==> src/rtl/cpu_pkg.sv <==
// Shared encodings for the multiply/divide unit: FSM states, op select and divide-by-zero quotient.
// Pure declarations, no logic.
package cpu_pkg;

  typedef enum logic [1:0] {
    MD_IDLE = 2'd0,
    MD_CALC = 2'd1,
    MD_FIX  = 2'd2,
    MD_DONE = 2'd3
  } md_state_e;

  localparam logic OP_MUL = 1'b0;
  localparam logic OP_DIV = 1'b1;

  // Wide enough for any supported operand width; the user slices the low WIDTH bits.
  localparam logic [63:0] DIV0_QUOT = '1;

endpackage

==> src/rtl/mul_div_unit_if.sv <==
// Operand/result bundle between the issue logic and the multiply/divide unit.
// Single-cycle start request, one-cycle done pulse, no backpressure.
interface mul_div_unit_if #(
  parameter int WIDTH = 32
);
  logic             start;
  logic             op_div;
  logic [WIDTH-1:0] Ry;
  logic [WIDTH-1:0] Rb;
  logic [WIDTH-1:0] resultHi;
  logic [WIDTH-1:0] resultLo;
  logic             busy;
  logic             done;
  logic             div_by_zero;

  modport master (
    output start, op_div, Ry, Rb,
    input  resultHi, resultLo, busy, done, div_by_zero
  );

  modport slave (
    input  start, op_div, Ry, Rb,
    output resultHi, resultLo, busy, done, div_by_zero
  );
endinterface

==> src/rtl/mdu_iter.sv <==
// One iteration of the multiply/divide datapath: a radix-2 Booth step or a restoring-division step.
// Purely combinational, zero latency, no backpressure.
module mdu_iter
  import cpu_pkg::*;
#(
  parameter int WIDTH = 32
) (
  input  logic             op,
  input  logic [WIDTH:0]   acc,
  input  logic [WIDTH-1:0] sr,
  input  logic             prev,
  input  logic [WIDTH:0]   operand,
  output logic [WIDTH:0]   acc_nxt,
  output logic [WIDTH-1:0] sr_nxt,
  output logic             prev_nxt
);

  logic [WIDTH:0] sum;
  logic [WIDTH:0] sh;

  always_comb begin
    sum      = acc;
    sh       = '0;
    acc_nxt  = acc;
    sr_nxt   = sr;
    prev_nxt = prev;
    if (op == OP_MUL) begin
      // Booth pair {sr[0], prev}; acc carries one guard bit so +/- 2^(WIDTH-1) cannot overflow.
      case ({sr[0], prev})
        2'b01:   sum = acc + operand;
        2'b10:   sum = acc - operand;
        default: sum = acc;
      endcase
      acc_nxt  = {sum[WIDTH], sum[WIDTH:1]};
      sr_nxt   = {sum[0], sr[WIDTH-1:1]};
      prev_nxt = sr[0];
    end else begin
      sh = {acc[WIDTH-1:0], sr[WIDTH-1]};
      if (sh >= operand) begin
        acc_nxt = sh - operand;
        sr_nxt  = {sr[WIDTH-2:0], 1'b1};
      end else begin
        acc_nxt = sh;
        sr_nxt  = {sr[WIDTH-2:0], 1'b0};
      end
      prev_nxt = 1'b0;
    end
  end

endmodule

==> src/rtl/mul_div_unit.sv <==
// Sequential signed multiply/divide, one bit per clock; done pulses 34 cycles after start (1 for divide-by-zero).
// No backpressure: start is accepted only in IDLE and dropped otherwise.
module mul_div_unit
  import cpu_pkg::*;
#(
  parameter int WIDTH = 32,
  parameter int CNT_W = 6
) (
  input  logic             clk,
  input  logic             clr,
  mul_div_unit_if.slave    md
);

  md_state_e        state, state_nxt;
  logic [CNT_W-1:0] cnt;
  logic             op_r;
  logic             neg_q;
  logic             neg_r;
  logic [WIDTH:0]   acc;
  logic [WIDTH-1:0] sr;
  logic             prev;
  logic [WIDTH:0]   operand;
  logic [WIDTH:0]   acc_nxt;
  logic [WIDTH-1:0] sr_nxt;
  logic             prev_nxt;
  logic [WIDTH-1:0] res_hi;
  logic [WIDTH-1:0] res_lo;
  logic             dz_r;
  logic             done_r;
  logic             start_div0;
  logic [WIDTH-1:0] fix_hi;
  logic [WIDTH-1:0] fix_lo;
  logic             busy_c;

  function automatic logic [WIDTH-1:0] mag(input logic [WIDTH-1:0] x);
    return x[WIDTH-1] ? -x : x;
  endfunction

  assign start_div0 = md.start && (md.op_div == OP_DIV) && (md.Rb == '0);

  mdu_iter #(.WIDTH(WIDTH)) u_iter (
    .op       (op_r),
    .acc      (acc),
    .sr       (sr),
    .prev     (prev),
    .operand  (operand),
    .acc_nxt  (acc_nxt),
    .sr_nxt   (sr_nxt),
    .prev_nxt (prev_nxt)
  );

  always_ff @(posedge clk) begin
    if (clr) state <= MD_IDLE;
    else     state <= state_nxt;
  end

  always_comb begin
    state_nxt = state;
    busy_c    = 1'b0;
    case (state)
      MD_IDLE: begin
        if (md.start) state_nxt = start_div0 ? MD_DONE : MD_CALC;
      end
      MD_CALC: begin
        busy_c = 1'b1;
        if (cnt == CNT_W'(1)) state_nxt = MD_FIX;
      end
      MD_FIX: begin
        busy_c    = 1'b1;
        state_nxt = MD_DONE;
      end
      default: state_nxt = MD_IDLE;
    endcase
  end

  // Sign fix-up: multiply passes through, divide restores signs on magnitude results.
  always_comb begin
    fix_hi = acc[WIDTH-1:0];
    fix_lo = sr;
    if (op_r == OP_DIV) begin
      fix_lo = neg_q ? -sr : sr;
      fix_hi = neg_r ? -acc[WIDTH-1:0] : acc[WIDTH-1:0];
    end
  end

  always_ff @(posedge clk) begin
    if (clr) begin
      cnt     <= '0;
      op_r    <= OP_MUL;
      neg_q   <= 1'b0;
      neg_r   <= 1'b0;
      acc     <= '0;
      sr      <= '0;
      prev    <= 1'b0;
      operand <= '0;
      res_hi  <= '0;
      res_lo  <= '0;
      dz_r    <= 1'b0;
      done_r  <= 1'b0;
    end else begin
      done_r <= (state == MD_DONE);
      case (state)
        MD_IDLE: begin
          if (md.start) begin
            op_r  <= md.op_div;
            neg_q <= md.Ry[WIDTH-1] ^ md.Rb[WIDTH-1];
            neg_r <= md.Ry[WIDTH-1];
            acc   <= '0;
            prev  <= 1'b0;
            cnt   <= CNT_W'(WIDTH);
            if (md.op_div == OP_DIV) begin
              sr      <= mag(md.Ry);
              operand <= {1'b0, mag(md.Rb)};
            end else begin
              sr      <= md.Rb;
              operand <= {md.Ry[WIDTH-1], md.Ry};
            end
            if (start_div0) begin
              res_hi <= md.Ry;
              res_lo <= DIV0_QUOT[WIDTH-1:0];
              dz_r   <= 1'b1;
            end
          end
        end
        MD_CALC: begin
          acc  <= acc_nxt;
          sr   <= sr_nxt;
          prev <= prev_nxt;
          if (cnt != '0) cnt <= cnt - CNT_W'(1);
        end
        MD_FIX: begin
          res_hi <= fix_hi;
          res_lo <= fix_lo;
          dz_r   <= 1'b0;
        end
        default: ;
      endcase
    end
  end

  assign md.resultHi    = res_hi;
  assign md.resultLo    = res_lo;
  assign md.div_by_zero = dz_r;
  assign md.done        = done_r;
  assign md.busy        = busy_c;

endmodule

==> src/flat_wrapper.sv <==
// flat-port wrapper written by rule: the top's interface ports become plain ports
module mul_div_unit_flat import cpu_pkg::*;
#(
  parameter int WIDTH = 32,
  parameter int CNT_W = 6
)
  (clk, clr, md_start, md_op_div, md_Ry, md_Rb, md_resultHi, md_resultLo, md_busy, md_done, md_div_by_zero);
  mul_div_unit_if #(.WIDTH(WIDTH)) md_i ();
  input  logic clk;
  input  logic clr;
  input wire logic [$bits(md_i.start)-1:0] md_start;
  input wire logic [$bits(md_i.op_div)-1:0] md_op_div;
  input wire logic [$bits(md_i.Ry)-1:0] md_Ry;
  input wire logic [$bits(md_i.Rb)-1:0] md_Rb;
  output wire logic [$bits(md_i.resultHi)-1:0] md_resultHi;
  output wire logic [$bits(md_i.resultLo)-1:0] md_resultLo;
  output wire logic [$bits(md_i.busy)-1:0] md_busy;
  output wire logic [$bits(md_i.done)-1:0] md_done;
  output wire logic [$bits(md_i.div_by_zero)-1:0] md_div_by_zero;
  assign md_i.start = md_start;
  assign md_i.op_div = md_op_div;
  assign md_i.Ry = md_Ry;
  assign md_i.Rb = md_Rb;
  assign md_resultHi = md_i.resultHi;
  assign md_resultLo = md_i.resultLo;
  assign md_busy = md_i.busy;
  assign md_done = md_i.done;
  assign md_div_by_zero = md_i.div_by_zero;
  mul_div_unit #(.WIDTH(WIDTH), .CNT_W(CNT_W)) u_core (.clk(clk), .clr(clr), .md(md_i));
endmodule
==> config.mk <==
export PLATFORM = sky130hd
export DESIGN_NAME = mul_div_unit_flat
export DESIGN_NICKNAME = d
export VERILOG_FILES = /design/src/rtl/cpu_pkg.sv /design/src/rtl/mul_div_unit_if.sv /design/src/rtl/mdu_iter.sv /design/src/rtl/mul_div_unit.sv /design/src/flat_wrapper.sv
export SDC_FILE = /design/constraint.sdc
export NUM_CORES = 1
export LEC_CHECK = 0
export CAP_MARGIN = 20
export CELL_PAD_IN_SITES_DETAIL_PLACEMENT = 1
export CELL_PAD_IN_SITES_GLOBAL_PLACEMENT = 1
export CORE_ASPECT_RATIO = 2
export CORE_MARGIN = 10
export CORE_UTILIZATION = 40
export CTS_BUF_LIST = sky130_fd_sc_hd__clkbuf_4 sky130_fd_sc_hd__clkbuf_8
export DETAILED_ROUTE_END_ITERATION = 10
export GPL_TIMING_DRIVEN = 0
export PLACE_DENSITY = 0.91
export RECOVER_POWER = 100
export SLEW_MARGIN = 0
export SYNTH_ARGS = -nofsm -noshare
export SYNTH_HDL_FRONTEND = slang
export SYNTH_SLANG_ARGS = --single-unit
export TNS_END_PERCENT = 20
==> constraint.sdc <==
create_clock -name clk -period 4.4 [get_ports clk]
set_clock_uncertainty 0.05 [all_clocks]
set_input_delay 0.88 -clock clk [delete_from_list [all_inputs] [get_ports clk]]
set_output_delay 0.88 -clock clk [all_outputs]
set_load 0.1 [all_outputs]
# Word-level counts from Yosys, hierarchy flattened
# Cells that the tools add are included.
dict set report word_totals {
  output_inout_bits 67
  regBits 176
  elab_cells 83
  mem_count 0
  romBits 0
  inputBits 68
  ramBits 0
  latch_bits 0
}
dict set report op_classes {
  n_mul 0
  order_cmp 1
  n_shift 0
  n_reduce_logical 13
  muxes 37
  n_bitwise 1
  n_addsub 8
  eq_ne 10
  div 0
}
# op n
set ops {}
lappend ops {{$mux 32} 13}
lappend ops {{$pmux 32 s2} 3}
lappend ops {{$mux 33} 4}
lappend ops {{$pmux 33 s2} 2}
lappend ops {{$neg 32->32} 4}
lappend ops {{$sub 33x33->33} 2}
lappend ops {{$add 33x33->33} 1}
lappend ops {{$ge 33x33->1} 1}
lappend ops {{$logic_not 32->1} 1}
lappend ops {{$mux 6} 2}
lappend ops {{$pmux 6 s2} 1}
lappend ops {{$eq 2x2->1 const B} 3}
lappend ops {{$eq 6x1->1 const B} 1}
lappend ops {{$mux 1} 6}
lappend ops {{$mux 2} 3}
lappend ops {{$ne 2x1->1 const B} 3}
lappend ops {{$pmux 2 s3} 1}
lappend ops {{$reduce_and 2->1} 3}
lappend ops {{$reduce_and 3->1} 2}
lappend ops {{$reduce_bool 6->1} 1}
lappend ops {{$sub 6x1->6 const B} 1}
lappend ops {{$eq 2x1->1 const B} 2}
lappend ops {{$pmux 1 s2} 2}
lappend ops {{$reduce_bool 2->1} 2}
lappend ops {{other kinds (5)} 6}

# Longest topological paths before layout
# Gate-level depths: netlist (run 1).
dict set report logic_depth {
  word_depth 5
  ltp_mapped 21
  depth_no_buf 21
}

# By module
# A second synthesis (run 1) with hierarchy kept.
dict set report unflattened {
  cells_unflattened 2170
  hier_area_um2 15902.8
}
# module area_per_inst_um2 n_inst seq_area_each_um2 cells_per_inst
set modules_own_cells {}
lappend modules_own_cells {mul_div_unit 10142.2 1 3523.4 1331}
lappend modules_own_cells {mdu_iter 5760.5 1 0.0 839}

# Worst setup path after synthesis (run 1)
# OpenSTA, ideal clock, no wires.
dict set report synth_timing {
  path_type {register -> register}
  startpoint {register u_core.operand[2]}
  endpoint {register u_core.acc[31]}
  n_path_buf 1
  setup_ps 134
  synth_period_minus_slack_ps 4375
  required_time_ps 4216
  stages_incl_launch_ff 20
  arrival_time_ps 4191
  path_slack_ps 25
  cell_sequence {dfxtp_1 or4_1 nor2_1 and4_1 nand2_1 nor4_1 a21oi_1 xnor2_1 ha_1 clkbuf_1 and4_1 nand3_1 a21oi_1 o21ai_0 a41o_1 o2111ai_1 xnor2_1 o21a_1 o21ai_0 o211ai_1}
}
dict set report synth_between {
  elab_chain_len 4
  word_cells_on_any_way 8
  cone_classes {add/sub (3); order compare (1); mux (4)}
}
# item line_no
set synth_rtl {}
lappend synth_rtl {{start, declared} mul_div_unit.sv:22} ;# logic [WIDTH:0] operand;
lappend synth_rtl {{start signal, assigned} mul_div_unit.sv:113} ;# operand <= {1'b0, mag(md.Rb)};
lappend synth_rtl {{start signal, assigned} mul_div_unit.sv:116} ;# operand <= {md.Ry[WIDTH-1], md.Ry};
lappend synth_rtl {{$sub 33x33->33, or another cell as far along} mdu_iter.sv:31} ;# 2'b10: sum = acc - operand;
lappend synth_rtl {{$pmux 33 s2 or $mux 33 (tied branches)} {mdu_iter.sv:29, mdu_iter.sv:39}}
lappend synth_rtl {{$mux 33 (*)} mdu_iter.sv:27} ;# if (op == OP_MUL) begin
lappend synth_rtl {{$pmux 33 s2 (*)} mul_div_unit.sv:102} ;# case (state)
lappend synth_rtl {{end signal, assigned} mul_div_unit.sv:126} ;# acc <= acc_nxt;
lappend synth_rtl {{end, declared} mul_div_unit.sv:19} ;# logic [WIDTH:0] acc;
# Mark *: on every way between the ends. The rest lies on a longest branch, timed or not.
# A chain may end at the register's enable or synchronous reset.

# Final worst setup path (run 1)
dict set report layout_timing {
  startpoint {input port md_Rb[3]}
  endpoint {register u_core.res_lo[1] (netlist: u_core.md.resultLo[1])}
}
dict set report layout_between {
  elab_chain_len 4
}
# item line_no
set layout_rtl {}
lappend layout_rtl {{start, declared} flat_wrapper.sv:14} ;# input wire logic [$bits(md_i.Rb)-1:0] md_Rb;
lappend layout_rtl {{$logic_not 32->1} mul_div_unit.sv:39} ;# assign start_div0 = md.start && (md.op_div == OP_DIV) && (md.Rb == '0);
lappend layout_rtl {{$logic_and 1x1->1} mul_div_unit.sv:39}
lappend layout_rtl {{$ne 2x1->1 (no line)} n/a}
lappend layout_rtl {{$reduce_and 3->1 (no line)} n/a}
lappend layout_rtl {{end signal, assigned} mul_div_unit.sv:120} ;# res_lo <= DIV0_QUOT[WIDTH-1:0];
lappend layout_rtl {{end signal, assigned} mul_div_unit.sv:133} ;# res_lo <= fix_lo;
lappend layout_rtl {{end, declared} mul_div_unit.sv:27} ;# logic [WIDTH-1:0] res_lo;
# Every way passes these cells.

==> results of run 1 <==
-- cell families (layout without fill, tap and decap cells) --
kind of cell / count (synthesis) / after routing / synth area share [%]
adders and majority gates: 79 / 79 / 6.66
DFF: 176 / 176 / 23.4
other: 0 / 3 / 0
AOI/OAI and AO/OA: 686 / 686 / 29.3
buffers and inverters: 210 / 408 / 5.55
xor gates and xnor gates: 204 / 204 / 11.9
and+or+nand+nor: 658 / 658 / 19.9
muxes: 51 / 51 / 3.42
-- worst reg2reg max path, stage by stage (launching register included) --
cell                        delay, ns
sky130_fd_sc_hd__dfxtp_4         0.37
sky130_fd_sc_hd__or4_4           0.58
sky130_fd_sc_hd__nor2_4          0.13
sky130_fd_sc_hd__and4_4          0.29
sky130_fd_sc_hd__nand2_4         0.08
sky130_fd_sc_hd__nor4_4          0.14
sky130_fd_sc_hd__buf_4           0.19
sky130_fd_sc_hd__a31oi_2         0.11
sky130_fd_sc_hd__xnor2_1         0.16
sky130_fd_sc_hd__ha_1            0.34
sky130_fd_sc_hd__buf_4           0.12
sky130_fd_sc_hd__and3_4          0.23
sky130_fd_sc_hd__nand3_4         0.12
sky130_fd_sc_hd__a21oi_4         0.17
sky130_fd_sc_hd__o21ai_4         0.11
sky130_fd_sc_hd__a41o_4          0.32
sky130_fd_sc_hd__o2111ai_4       0.24
sky130_fd_sc_hd__xnor2_2         0.13
sky130_fd_sc_hd__o21a_1          0.19
sky130_fd_sc_hd__o21ai_2         0.14
sky130_fd_sc_hd__o211ai_1        0.10
-- metal layers --
metal | track usage, % | vias to the layer above
met5 | 0 | -
met3 | 6.22 | 408
met4 | 33.9 | 0
met1 | 29.0 | 8582
met2 | 61.0 | 755
li1 | - | 7826
-- area by class of cell --
class	instances	area (sq um)
Inverter	73	274
Clock inverter	10	103
Multi-Input combinational cell	1678	11300
Antenna cell	3	7.51
Tap cell	459	574
Sequential cell	176	3540
Clock buffer	21	289
Timing Repair Buffer	172	1650
Fill cell	4682	18900
Buffer	132	587
-- what timing repair did --
item	4_1_cts	5_1_grt
gates cloned	0	0
buffers inserted	24	12
pin swaps	41	49
gates resized for setup	110	70
endpoints found under the setup margin	104	105
-- final timing paths --
path,start,slack [ns],end
setup / recovery,md_Rb[3],-0.08,u_core.md.resultLo[1]
setup reg to reg,u_core.operand[2],-0.04,u_core.acc[31]
hold reg to reg,u_core.md.resultHi[25],0.41,u_core.md.resultHi[25]
hold / removal,u_core.md.resultHi[25],0.41,u_core.md.resultHi[25]
-- stage by stage --
step,utilization [%],area (sq um)
global placement,45.5,17000
global route,49.2,18400
finish,49.2,18400
floorplan,-,15100
detailed placement,45.5,17000
CTS,48.1,17900
-- power groups by stage --
stage               combinational, mW  sequential (mW)  clock (mW)
floorplan                        4.47             2.78           0
global placement                 7.07             2.33           0
detailed placement               7.27             2.36           0
CTS                              7.72             2.33        1.22
global route                     8.67             2.39        1.26
finish                           8.16             2.36        1.21
-- registers in the layout, indices dropped and copies added (netlist names) --
| name | cells |
|---|---|
| u_core.state | 2 |
| u_core.neg_q | 1 |
| u_core.sr | 32 |
| u_core.operand | 33 |
| u_core.md.done | 1 |
| u_core.op_r | 1 |
| u_core.md.resultLo | 32 |
| u_core.md.div_by_zero | 1 |
| u_core.neg_r | 1 |
| u_core.cnt | 6 |
| u_core.acc | 33 |
| u_core.md.resultHi | 32 |
| u_core.prev | 1 |
-- cells in the final DEF (no fill, tap or decap), types with 37 or more instances in the layout --
cell,netlist,layout
sky130_fd_sc_hd__ha_1,77,69
sky130_fd_sc_hd__a211oi_1,68,67
sky130_fd_sc_hd__inv_1,73,73
sky130_fd_sc_hd__clkdlybuf4s50_1,0,54
sky130_fd_sc_hd__dlygate4sd3_1,0,69
sky130_fd_sc_hd__buf_4,4,37
sky130_fd_sc_hd__xor2_1,96,96
sky130_fd_sc_hd__nand2_1,211,210
sky130_fd_sc_hd__mux2i_1,47,47
sky130_fd_sc_hd__clkbuf_1,118,106
sky130_fd_sc_hd__o211ai_1,68,68
sky130_fd_sc_hd__a21oi_1,221,209
sky130_fd_sc_hd__nor2_1,241,236
sky130_fd_sc_hd__xnor2_1,108,101
sky130_fd_sc_hd__o21ai_0,122,106
sky130_fd_sc_hd__dfxtp_1,176,172
==> flow_results.org, run 1 <==
** Yosys
- Post-synth ARST share :: 0%
- Post-synthesis area per instance :: 7.30 sq um
- Counting every net in the synthesized netlist gives 2211.
- Summed over all instances, the cell type with the most area after synthesis is sky130_fd_sc_hd__dfxtp_1.
- Most instantiated library cell after synthesis :: sky130_fd_sc_hd__nor2_1
- Number of instances in the synthesized netlist :: 2064
- Main flop type after synthesis :: sky130_fd_sc_hd__dfxtp_1
- After synthesis, the cell types taking the most area are sky130_fd_sc_hd__dfxtp_1 (23%), sky130_fd_sc_hd__a21oi_1 (7.3%), sky130_fd_sc_hd__ha_1 (6.4%).
- Cell types with the highest counts after synthesis :: sky130_fd_sc_hd__nor2_1 (241), sky130_fd_sc_hd__a21oi_1 (221), sky130_fd_sc_hd__nand2_1 (211)
- The synthesized design devotes to its leading area cell type 23.4% of total area.
- Synth warnings :: 0
- Synth unique cells :: 76
- Number of synthesized flops with an enable pin :: 0
- Netlist area before placement :: 15100 sq um
- Synthesis inferred about 180 register bits.
- Of the synthesized area, sequential elements account for 23.4%.

** Critical path
- Highest fanout seen on the critical path :: 10
- The critical path runs through a total of 13 cells.
- The kind of cell with the highest combined delay along the critical path is simple AND/OR/NAND/NOR gates.
- The worst setup path is launched from an input pin.
- Walking the worst path, the cells encountered are dlygate4sd2_1, or4_1, or3_1, nand3b_4, or4_4, or3_4, or4_4, o21ai_4, buf_12, buf_12, o2111ai_4, o21ai_2, nor2_1.
- Number of cells traversed by the worst register-to-register path :: 20
- STA puts the critical path data required time at roughly 4.8 ns.
- CP Buf/Inv Count :: 3
- The worst setup path is captured at a flop.
- At the worst endpoint, the arrival time is 4.84 ns.
- In this design, the stage delay of the slowest critical-path cell is 0.64 ns.
- On the critical path, the stage with the largest delay is an instance of sky130_fd_sc_hd__or4_4.
- The critical path is of the input pin to flop type.

** STA
- Of the available clock period, the critical path in the final layout requires 102%.
- Hold is met by 0.408 ns.
- Setup repair after global routing could not meet its margin everywhere.
- Setup total negative slack :: -0.484 ns
- Static timing analysis puts the maximum clock frequency at 0.223 GHz.
- The smallest clock period supported by the final layout is computed as 4.48 ns.
- At the pin with the least slew margin, the transition time is 1.20 ns.
- The number of slew-limit violations in the final report was 0.
- Worst rel slew slack :: between 20% and 30%
- Final Setup Violations :: 18
- The hold violation total from the final report is 0.
- Worst Setup Slack, final :: -0.0761 ns

** Routing
- In this run, the number of DRC markers left after iteration 0 of detailed routing was a little over 900.
- Wire length per cell :: 29.0 um
- M1 wire length :: 24300 um
- Vias per inst :: approximately 6.5
- Number of detailed-routing iterations run before antenna repair :: 5
- DRC violations left :: 0
- In this run the top signal layer used is met4.
- Wire segments on met2 add up to 41100 um in the final route.
- In the detailed route, the total length drawn on met3 is around 4500 um.
- Number of nets with antenna violations after detailed routing :: 0
- Summed over all layers, the routed wires come to roughly 79000 um.
- Total number of vias :: 17600

** Pwr
- Overall power of the completed layout :: 11.7 mW
- Largest vdd supply drop :: 0.000361 V
- Sequential group share of total power :: 20.1%
- For this design the total switching power over the nets is 6.56 mW.
- Combinational Power Share :: between 60% and 70%
- Power density normalized to cell area :: 639 nW/um^2
- Static leakage power :: 6.90 nW
- Net switching is 55.9% of the power.
- The clock network accounts for just over 10% of the total power.
- Internal Power :: 5.18 mW

** Min path
- The tightest min-delay check is of the flop to flop type.
- Number of cells on the worst hold path :: 2

** Run status
- Outcome :: finished with violations
- Violated checks :: setup timing

** Placed design
- Setup slack after placement :: -1.47 ns
- Gpl congestion :: ~1.0
- Final HPWL from detailed placement :: 61800 um
- Dpl cells :: 2657
- The count of buffers added on input and output ports is roughly 130.

** Job
- The tool flagged a number of max-cap violations equal to 0.

** Floorplan
- Total number of placement rows :: 100
- Measured along the x axis, the die boundary spans 157 um.
- The region available for standard cell placement spans ~37000 sq um.
- Once the floorplan was initialized, standard cells occupied about 40% of the core.
- The die is just under 300 um tall.
- Number of I/O pins :: between 100 and 150
- The die covers about 46000 sq um.

** GRT
- The via count of the first global-routing pass is 19300.
- Global routing used about a third of the available tracks.
- Maximum number of pins on one net before global-route repair :: 17
- Global routing finished with a remaining overflow of 0.
- The number of antenna violations at the first check in global routing is 3.
- Wire length of the first global-routing pass :: 116000 um

** Clocking
- H-tree depth reported by CTS :: 4
- Clock transition time at the flip-flop clock pins of the worst setup and hold paths :: between 0.1 and 0.15 ns
- Clock insertion delay at the later pin of the skew report :: 0.54 ns
- Clk Tree Root Cell :: sky130_fd_sc_hd__clkbuf_8
- Hold repair after CTS inserted 0 buffers.
- Number of buffers created by CTS :: 17
- Clk buf depth :: 2
- The tree built by TritonCTS fans out to 176 sinks.
- TritonCTS built the clock tree.

** Cells and area
- Layout cell share with drive strength beyond 1 :: 8.80%
- For this run, the number of standard cells in the final layout without fillers is between 2000 and 3000.
- From synthesis to final layout, the design area changed by 21.8%.
- Final net count :: 2397
No activity file was read; power rests on OpenSTA's default activity.
==> inputs of run 2 (changes only) <==
Settings changed: PLACE_DENSITY 0.91 to 0.87.
==> run 2 against run 1 <==
The flow still finishes with violations (setup timing). Worst setup slack better by 0.040 ns. Wire length hardly changed. Combinational power hardly changed. Register-to-register slack hardly changed. Worst hold slack worse by 0.0019 ns. Sequential share of layout area hardly changed. Critical path depth is 1 higher. Utilization hardly changed. Largest cell class unchanged. Largest power group unchanged.
==> flow_results.org, run 2 (synthesized netlist as in run 1, its figures left out) <==
** Run status
- Outcome :: finished with violations
- The final reports fail on setup timing.

** Critical path
- Signal arrival time at the worst endpoint :: 4.81 ns (-0.03 ns)
- The delay of the slowest cell on the worst path is 0.50 ns (-0.14 ns).
- STA classifies the critical path startpoint as a flop.
- Slowest library cell on the worst path :: sky130_fd_sc_hd__dfxtp_1
- Kind of end point of the critical path :: flop
- The worst setup path is of the flop to flop kind.
- CP cell instances :: inv_1, ha_1, inv_1, fa_1, a211oi_1, o21bai_1, a21oi_1, o21ai_1, a311oi_2, nor3b_1, a221oi_1, xor2_1, o21ai_0, nand3b_1
- The worst path required time was 4.77 ns (about the same).
- By instance count, the cell type seen most on the critical path is sky130_fd_sc_hd__inv_1.
- Highest fanout seen on the critical path :: 7 (-3)

** Cells and area
- Top flop regs :: u_core.acc: 33 flops, u_core.operand: 33 flops
- The library cell used most frequently in the layout, excluding fill and tap cells, is sky130_fd_sc_hd__nor2_1.
- Layout cell share with drive strength beyond 1 :: 8.97% (+0.17 points)
- Layout Area Growth over Synthesis :: 21.9% (about the same)
- The fraction of the core area covered by cells at the end of the flow was 49.3% (about the same).
- Commonest non-fill, non-tap cells in the layout :: sky130_fd_sc_hd__nor2_1 (237), sky130_fd_sc_hd__a21oi_1 (209), sky130_fd_sc_hd__nand2_1 (207)
- Design Area, Final :: 18400 sq um (about the same)
- The final layout net count came to 2399 (+0.083%).

** STA
- Setup repair after global routing missed its margin :: true
- The hold violation total from the final report came to 0 (unchanged).
- The tightest slew margin relative to the limit came to 16.9% (-3.1 points).
- The setup slack after layout is -0.0359 ns (+0.0402 ns).
- The number of slew-limit violations in the final report came to 0 (unchanged).
- The minimum hold slack was 0.406 ns (-0.00193 ns).
- Final Setup Violations :: 13 (-5)
- The maximum frequency from static timing analysis is 0.225 GHz (+0.91%).
- Slew of the pin with the lowest slew margin :: 1.24 ns (+0.0416 ns)
- Post-route clock period utilization :: 101% (-0.91 points)
- The clock period minus worst slack came to 4.44 ns (-0.0402 ns).

** Routing
- The final routed wire length divided by cell count is 29.0 um (about the same).
- Vias per inst :: 6.48 (+0.49%)
- The post-detailed-route count of antenna-violating nets came to 0 (unchanged).
- The total iterations of the first detailed-routing run came to 5 (unchanged).
- Total number of vias :: 17700 (+0.53%)
- DRC violations left :: 0 (unchanged)
- The wire length reported by the detailed router is 79000 um (about the same).
- The iteration-0 DRC count of the detailed router is 1017 (+8.9%).

** Placed design
- Setup slack after placement :: -1.56 ns (-0.0947 ns)
- The count of buffers inserted at the top-level ports is 132 (unchanged).
- Final HPWL from detailed placement :: 61900 um (+0.21%)
- Gpl congestion :: 1.03 (-0.21%)
- Post-detailed-placement cell area :: 17000 sq um (about the same)

** Clocking
- Number of buffers created by CTS :: 17 (unchanged)
- The tree is rooted in a sky130_fd_sc_hd__clkbuf_8.
- The number of clock sinks seen by CTS is 176 (unchanged).
- The clock transition at the register clock pins on the worst setup and hold paths after CTS was 0.11 ns (about the same).
- H-tree depth reported by CTS :: 4 (unchanged)
- The number of hold buffers added after cts is 0 (unchanged).
- TritonCTS clock tree :: done
- Clk buf depth :: 2 (unchanged)
- The clock insertion delay at the later pin of the skew report is 0.53 ns (about the same).

** Floorplan
- Number of I/O pins :: 135 (unchanged)
- The standard-cell row count was 100 (unchanged).
- The initial standard-cell utilization of the core came to 40.4% (unchanged).
- Area inside the core boundary :: 37300 sq um (unchanged)
- The area of the die is 46300 sq um (unchanged).
- The overall die height was 294 um (unchanged).
- Horizontal die dimension :: 157 um (unchanged)

** Min path
- The path class of the tightest hold or removal check is flop to flop.

** Pwr
- The power density of the placed cells was 640 nW/um^2 (+0.23%).
- Switching power of the nets :: 6.61 mW (+0.79%)
- The clock group share of total power was 10.3% (about the same).
- Combinational Power Share :: 69.5% (about the same)
- The total leakage power was 6.90 nW (about the same).
- Internal Power :: 5.16 mW (-0.39%)
- The switching power share of the total is 56.2% (+0.29 points).
- Largest vdd supply drop :: 0.000386 V (+7.1%)
- The part of the total power dissipated in sequential elements is 20.1% (about the same).

** Job
- The reported max-cap violation count is 0 (unchanged).

** GRT
- The wire length of the first global-routing pass came to 115000 um (-1.1%).
- Grt ovf :: 0 (unchanged)
- Via count of the first global-routing pass :: 18900 (-2.0%)
- Number of antenna violations at the first check in global routing :: 4 (+1)
- Global routing usage summed across all routing layers :: 33.3% (-0.22 points)
- The pin count of the biggest net entering global routing is 17 (unchanged).
## run 2: power groups by stage
stage	registers, mW	clock network, mW	logic, mW
floorplan	2.78	0	4.47
CTS	2.33	1.22	7.75
global route	2.39	1.27	8.66
finish	2.36	1.22	8.18
detailed placement	2.35	0	7.30
global placement	2.33	0	7.09
## run 2: final timing paths
path                          from               endpoint  slack [ns]  depth (start not counted)
min          u_core.md.resultHi[1]  u_core.md.resultHi[1]        0.41                          2
max                  u_core.sr[31]         u_core.acc[32]       -0.04                         14
max reg2reg          u_core.sr[31]         u_core.acc[32]       -0.04                         14
min reg2reg  u_core.md.resultHi[1]  u_core.md.resultHi[1]        0.41                          2
## run 2: worst max-delay path: cells and delay by family (launching register included)
kind                     cells  cell delay, ns
AO/OA/AOI/OAI                7            2.27
adder cells (fa/ha/maj)      2            0.60
flip-flops                   1            0.50
XOR/XNOR                     1            0.42
AND/OR/NAND/NOR              2            0.31
buffers and inverters        2            0.19
## run 2: final cells by class
cell class	count	area, sq um
fillers	4670	18900
flip-flops and latches	176	3540
plain buffers	132	597
inverters	73	274
repair buffers	174	1680
diodes	2	5.00
well taps	459	574
clock buffers	19	262
clock inverters	12	120
multi-input cells	1678	11300
## run 2: what timing repair did
action | 4_1_cts | 5_1_grt
gates resized for setup | 109 | 74
cloned | 0 | 1
hold endpoints to repair | 0 | 0
buffers inserted | 24 | 15
pin swaps | 37 | 39
setup endpoints to repair | 99 | 96
## run 2: stage by stage
stage / power (mW) / cells / setup TNS (ns)
2_1_floorplan: 7.25 / 2064 / 0
3_3_place_gp: 9.42 / 2655 / -86.89
3_5_place_dp: 9.65 / 2656 / -79.78
4_1_cts: 11.3 / 2708 / -5.19
5_1_grt: 12.3 / 2725 / -3.73
6_report: 11.8 / 2725 / -0.216
## run 2: metal layers
layer	track usage [%]	wire [um]
met5	0	18
met1	28.4	24200
met2	61.2	41000
met4	33.6	9460
met3	6.04	4380
==> inputs of run 3 (changes only) <==
Settings changed: REMOVE_ABC_BUFFERS set to 1.
==> run 3 against run 2 <==
First-iteration DRC count fell by 8.5%. Die area unchanged. The flow finishes with violations (capacitance limit, slew limit, setup timing). Highest routed layer is now met4. Critical path type unchanged. Clock power is 5% higher. Worst setup slack better by 0.030 ns.
==> flow_results.org, run 3 (synthesized netlist as in run 1, its figures left out) <==
** Run status
- Outcome :: finished with violations
- The final reports fail on capacitance limit, slew limit, setup timing.

** Critical path
- The setup slack of the worst register-to-register path was -0.006 ns (+0.03 ns).
- The logic depth of the worst register-to-register path is 16 (+2).
- Launching point of the worst reg2reg path :: u_core.operand[3]
- Worst EP required :: 4.77 ns (about the same)
- The critical path starts at u_core.operand[3].
- Highest fanout seen on the critical path :: 4 (-3)
- The worst setup path is captured at a flop.
- CP startpoint kind :: flop
- Capture point of the worst path :: u_core.acc[24]
- The worst setup path is of the flop to flop kind.
- The worst path arrival time was 4.78 ns (-0.03 ns).
- Worst flop-to-flop path endpoint :: u_core.acc[24]

** Cells and area
- The largest registers in the layout are u_core.acc: 33 flops, u_core.operand: 33 flops.
- Area of combinational cells with multiple inputs :: 11500 sq um (+1.7%)
- Layout cell share with drive strength beyond 1 :: 10.3% (+1.4 points)
- The filler cell count in the final layout is 4574 (-2.1%).
- Final net count :: 2285 (-4.8%)
- Commonest non-fill, non-tap cells in the layout :: sky130_fd_sc_hd__nor2_1 (235), sky130_fd_sc_hd__a21oi_1 (206), sky130_fd_sc_hd__nand2_1 (206)
- Commonest non-fill, non-tap cell in the layout :: sky130_fd_sc_hd__nor2_1
- The area taken by flip-flops and latches came to 3540 sq um (unchanged).
- Layout Area Growth over Synthesis :: 22.1%

** Clocking
- The maximum count of clock buffers along a single path was 2 (unchanged).
- The clock transition at the register clock pins on the worst setup and hold paths after CTS came to 0.10 ns (about the same).
- Clock insertion delay at the later pin of the skew report :: 0.53 ns (about the same)
- Number of sinks on the clock net :: 176 (unchanged)
- The number of hold buffers added after cts is 0 (unchanged).
- The number of buffers created by CTS came to 17 (unchanged).
- H-tree depth reported by CTS :: 4 (unchanged)
- The root buffer cell chosen for the clock tree is sky130_fd_sc_hd__clkbuf_8.
- TritonCTS clock tree :: done

** STA
- The final worst-path cycle share was 100% (-0.67 points).
- Worst rel slew slack :: -83.1% (-100 points)
- Fmax :: 0.227 GHz (+0.67%)
- The clock period minus worst slack was 4.41 ns (-0.0297 ns).
- The number of slew-limit violations in the final report came to 62 (+62).
- The number of failing setup endpoints in the final timing report is 1 (-12).
- The setup slack after layout was -0.00624 ns (+0.0297 ns).
- Setup repair after global routing missed its margin :: true
- The pin slew with the least headroom to its limit was 2.75 ns (+1.50 ns).
- Hold Vio Cnt, Final :: 0 (unchanged)

** Floorplan
- Horizontal die dimension :: 157 um (unchanged)
- Number of I/O pins :: 135 (unchanged)
- The placeable core region was 37300 sq um (unchanged).
- Die Y-Extent :: 294 um (unchanged)
- Starting Density :: 40.4% (unchanged)
- Total number of placement rows :: 100 (unchanged)
- The area of the die came to 46300 sq um (unchanged).

** Pwr
- The total leakage power is 6.87 nW (-0.47%).
- Switching part of the total :: 52.8% (-3.3 points)
- The post-layout total power came to 11.5 mW (-2.0%).
- The cell internal power dissipation was 5.44 mW (+5.5%).
- The combinational share of power came to 67.8% (-1.7 points).
- Largest vdd supply drop :: 0.000662 V (+71%)
- Power density normalized to cell area :: 626 nW/um^2 (-2.2%)
- The clock group share of total power was 11.1% (+0.8 points).
- Sequential group share of total power :: 21.0% (+0.9 points)
- Switching power of the nets :: 6.09 mW (-7.9%)

** GRT
- The pin count of the biggest net entering global routing is 107 (+90).
- Global routing usage summed across all routing layers :: 25.2% (-8.0 points)
- The via count of the first global-routing pass came to 17400 (-8.0%).
- The wire length of the first global-routing pass was 93800 um (-18%).
- Grt ovf :: 0 (unchanged)
- Number of antenna violations at the first check in global routing :: 7 (+3)

** Placed design
- IO Port Bufs :: 134 (+1.5%)
- The detailed placer's ending HPWL came to 45100 um (-27%).
- The worst setup timing slack at the placement stage came to -1.23 ns (+0.332 ns).
- Gpl congestion :: 1.01 (-2.2%)

** Routing
- Total detailed-routing wirelength :: 61900 um (-22%)
- Number of nets with antenna violations after detailed routing :: 0 (unchanged)
- Number of detailed-routing iterations run before antenna repair :: 5 (unchanged)
- The DRC violation count after routing came to 0 (unchanged).
- The routed via count divided by cell count is 6.34 (-2.2%).
- DRT iter0 DRCs :: 931 (-8.5%)
- Total number of vias :: 16600 (-6.1%)
- The final routed wire length divided by cell count came to 23.7 um (-18%).

** Min path
- Class of the tightest hold or removal check :: flop to flop

** Job
- The reported max-cap violation count came to 1 (+1).
[run 3: cell count changes in the layout (fill, tap and decap cells not counted), sizes merged]
| cell | change |
|---|---|
| clkbuf | -111 |
| diode | +6 |
| dlygate4sd2 | +5 |
| buf | -4 |
| dlymetal6s2s | -4 |
| clkdlybuf4s50 | +3 |
| bufinv | +2 |
| dlygate4sd3 | -2 |
| inv | -2 |
| bufbuf | +1 |
| clkdlybuf4s25 | -1 |
| clkinvlp | -1 |
[run 3: worst min path at each step]
stage / start / endpoint / slack (ns) / depth (start not counted)
final: u_core.md.resultHi[23] / u_core.md.resultHi[23] / 0.41 / 2
after global routing: u_core.prev / u_core.prev / 0.43 / 2
after CTS: u_core.prev / u_core.prev / 0.41 / 2
after detailed placement: u_core.prev / u_core.prev / 0.40 / 2
after global placement: u_core.prev / u_core.prev / 0.39 / 2
after floorplan: u_core.prev / u_core.prev / 0.38 / 2
[run 3: layer usage]
metal | wire length (um) | vias up | GRT usage (%)
met5 | 0 | - | 0
met4 | 5000 | 0 | 19.3
li1 | - | 7631 | -
met1 | 21800 | 8229 | 24.1
met2 | 32800 | 498 | 47.0
met3 | 2360 | 231 | 3.55
[run 3: worst max-delay path: stages (launching register included)]
cell and delay (ns):
sky130_fd_sc_hd__dfxtp_4 0.38, sky130_fd_sc_hd__or4_4 0.59, sky130_fd_sc_hd__nor4_4 0.21, sky130_fd_sc_hd__and2_4 0.23, sky130_fd_sc_hd__buf_6 0.11, sky130_fd_sc_hd__a41oi_2 0.12, sky130_fd_sc_hd__xnor2_1 0.23, sky130_fd_sc_hd__ha_1 0.31
sky130_fd_sc_hd__a21o_4 0.24, sky130_fd_sc_hd__a2111oi_4 0.36, sky130_fd_sc_hd__nand2_1 0.11, sky130_fd_sc_hd__a221o_1 0.39, sky130_fd_sc_hd__a211o_1 0.31, sky130_fd_sc_hd__a21oi_2 0.14, sky130_fd_sc_hd__xor2_1 0.18, sky130_fd_sc_hd__o21ai_1 0.09
sky130_fd_sc_hd__a32o_1 0.25
[run 3: final cells by class]
cell class / instances / area share (%)
multi-input cells: 1678 / 62.6
flip-flops and latches: 176 / 19.2
repair buffers: 192 / 11.2
well taps: 459 / 3.12
clock buffers: 20 / 1.50
inverters: 73 / 1.49
clock inverters: 11 / 0.823
diodes: 8 / 0.109
[run 3: power by group through the flow]
stage | sequential [mW] | clock, mW | combinational, mW
finish | 2.42 | 1.28 | 7.82
CTS | 2.39 | 1.30 | 7.15
detailed placement | 2.41 | 0 | 6.77
global route | 2.47 | 1.36 | 8.40
floorplan | 2.85 | 0 | 4.26
global placement | 2.41 | 0 | 6.35
[run 3: what timing repair did]
item / in CTS / in global routing
pin swaps: 22 / 64
endpoints found under the setup margin: 92 / 84
setup buffers: 15 / 24
resized for setup: 74 / 92
cloned: 1 / 0
[run 3: stage by stage]
step	area (sq um)	setup TNS, ns	hold WS (ns)	cells	utilization, %
6_report	18400	-0.00624	0.411	2617	49.3
5_1_grt	18400	-0.893	0.433	2617	49.3
4_1_cts	17700	-0.0382	0.410	2584	47.5
3_5_place_dp	16800	-65.73	0.397	2537	45.1
3_3_place_gp	16400	-535.54	0.389	2520	44.0
2_1_floorplan	14500	-50.66	0.376	1927	-
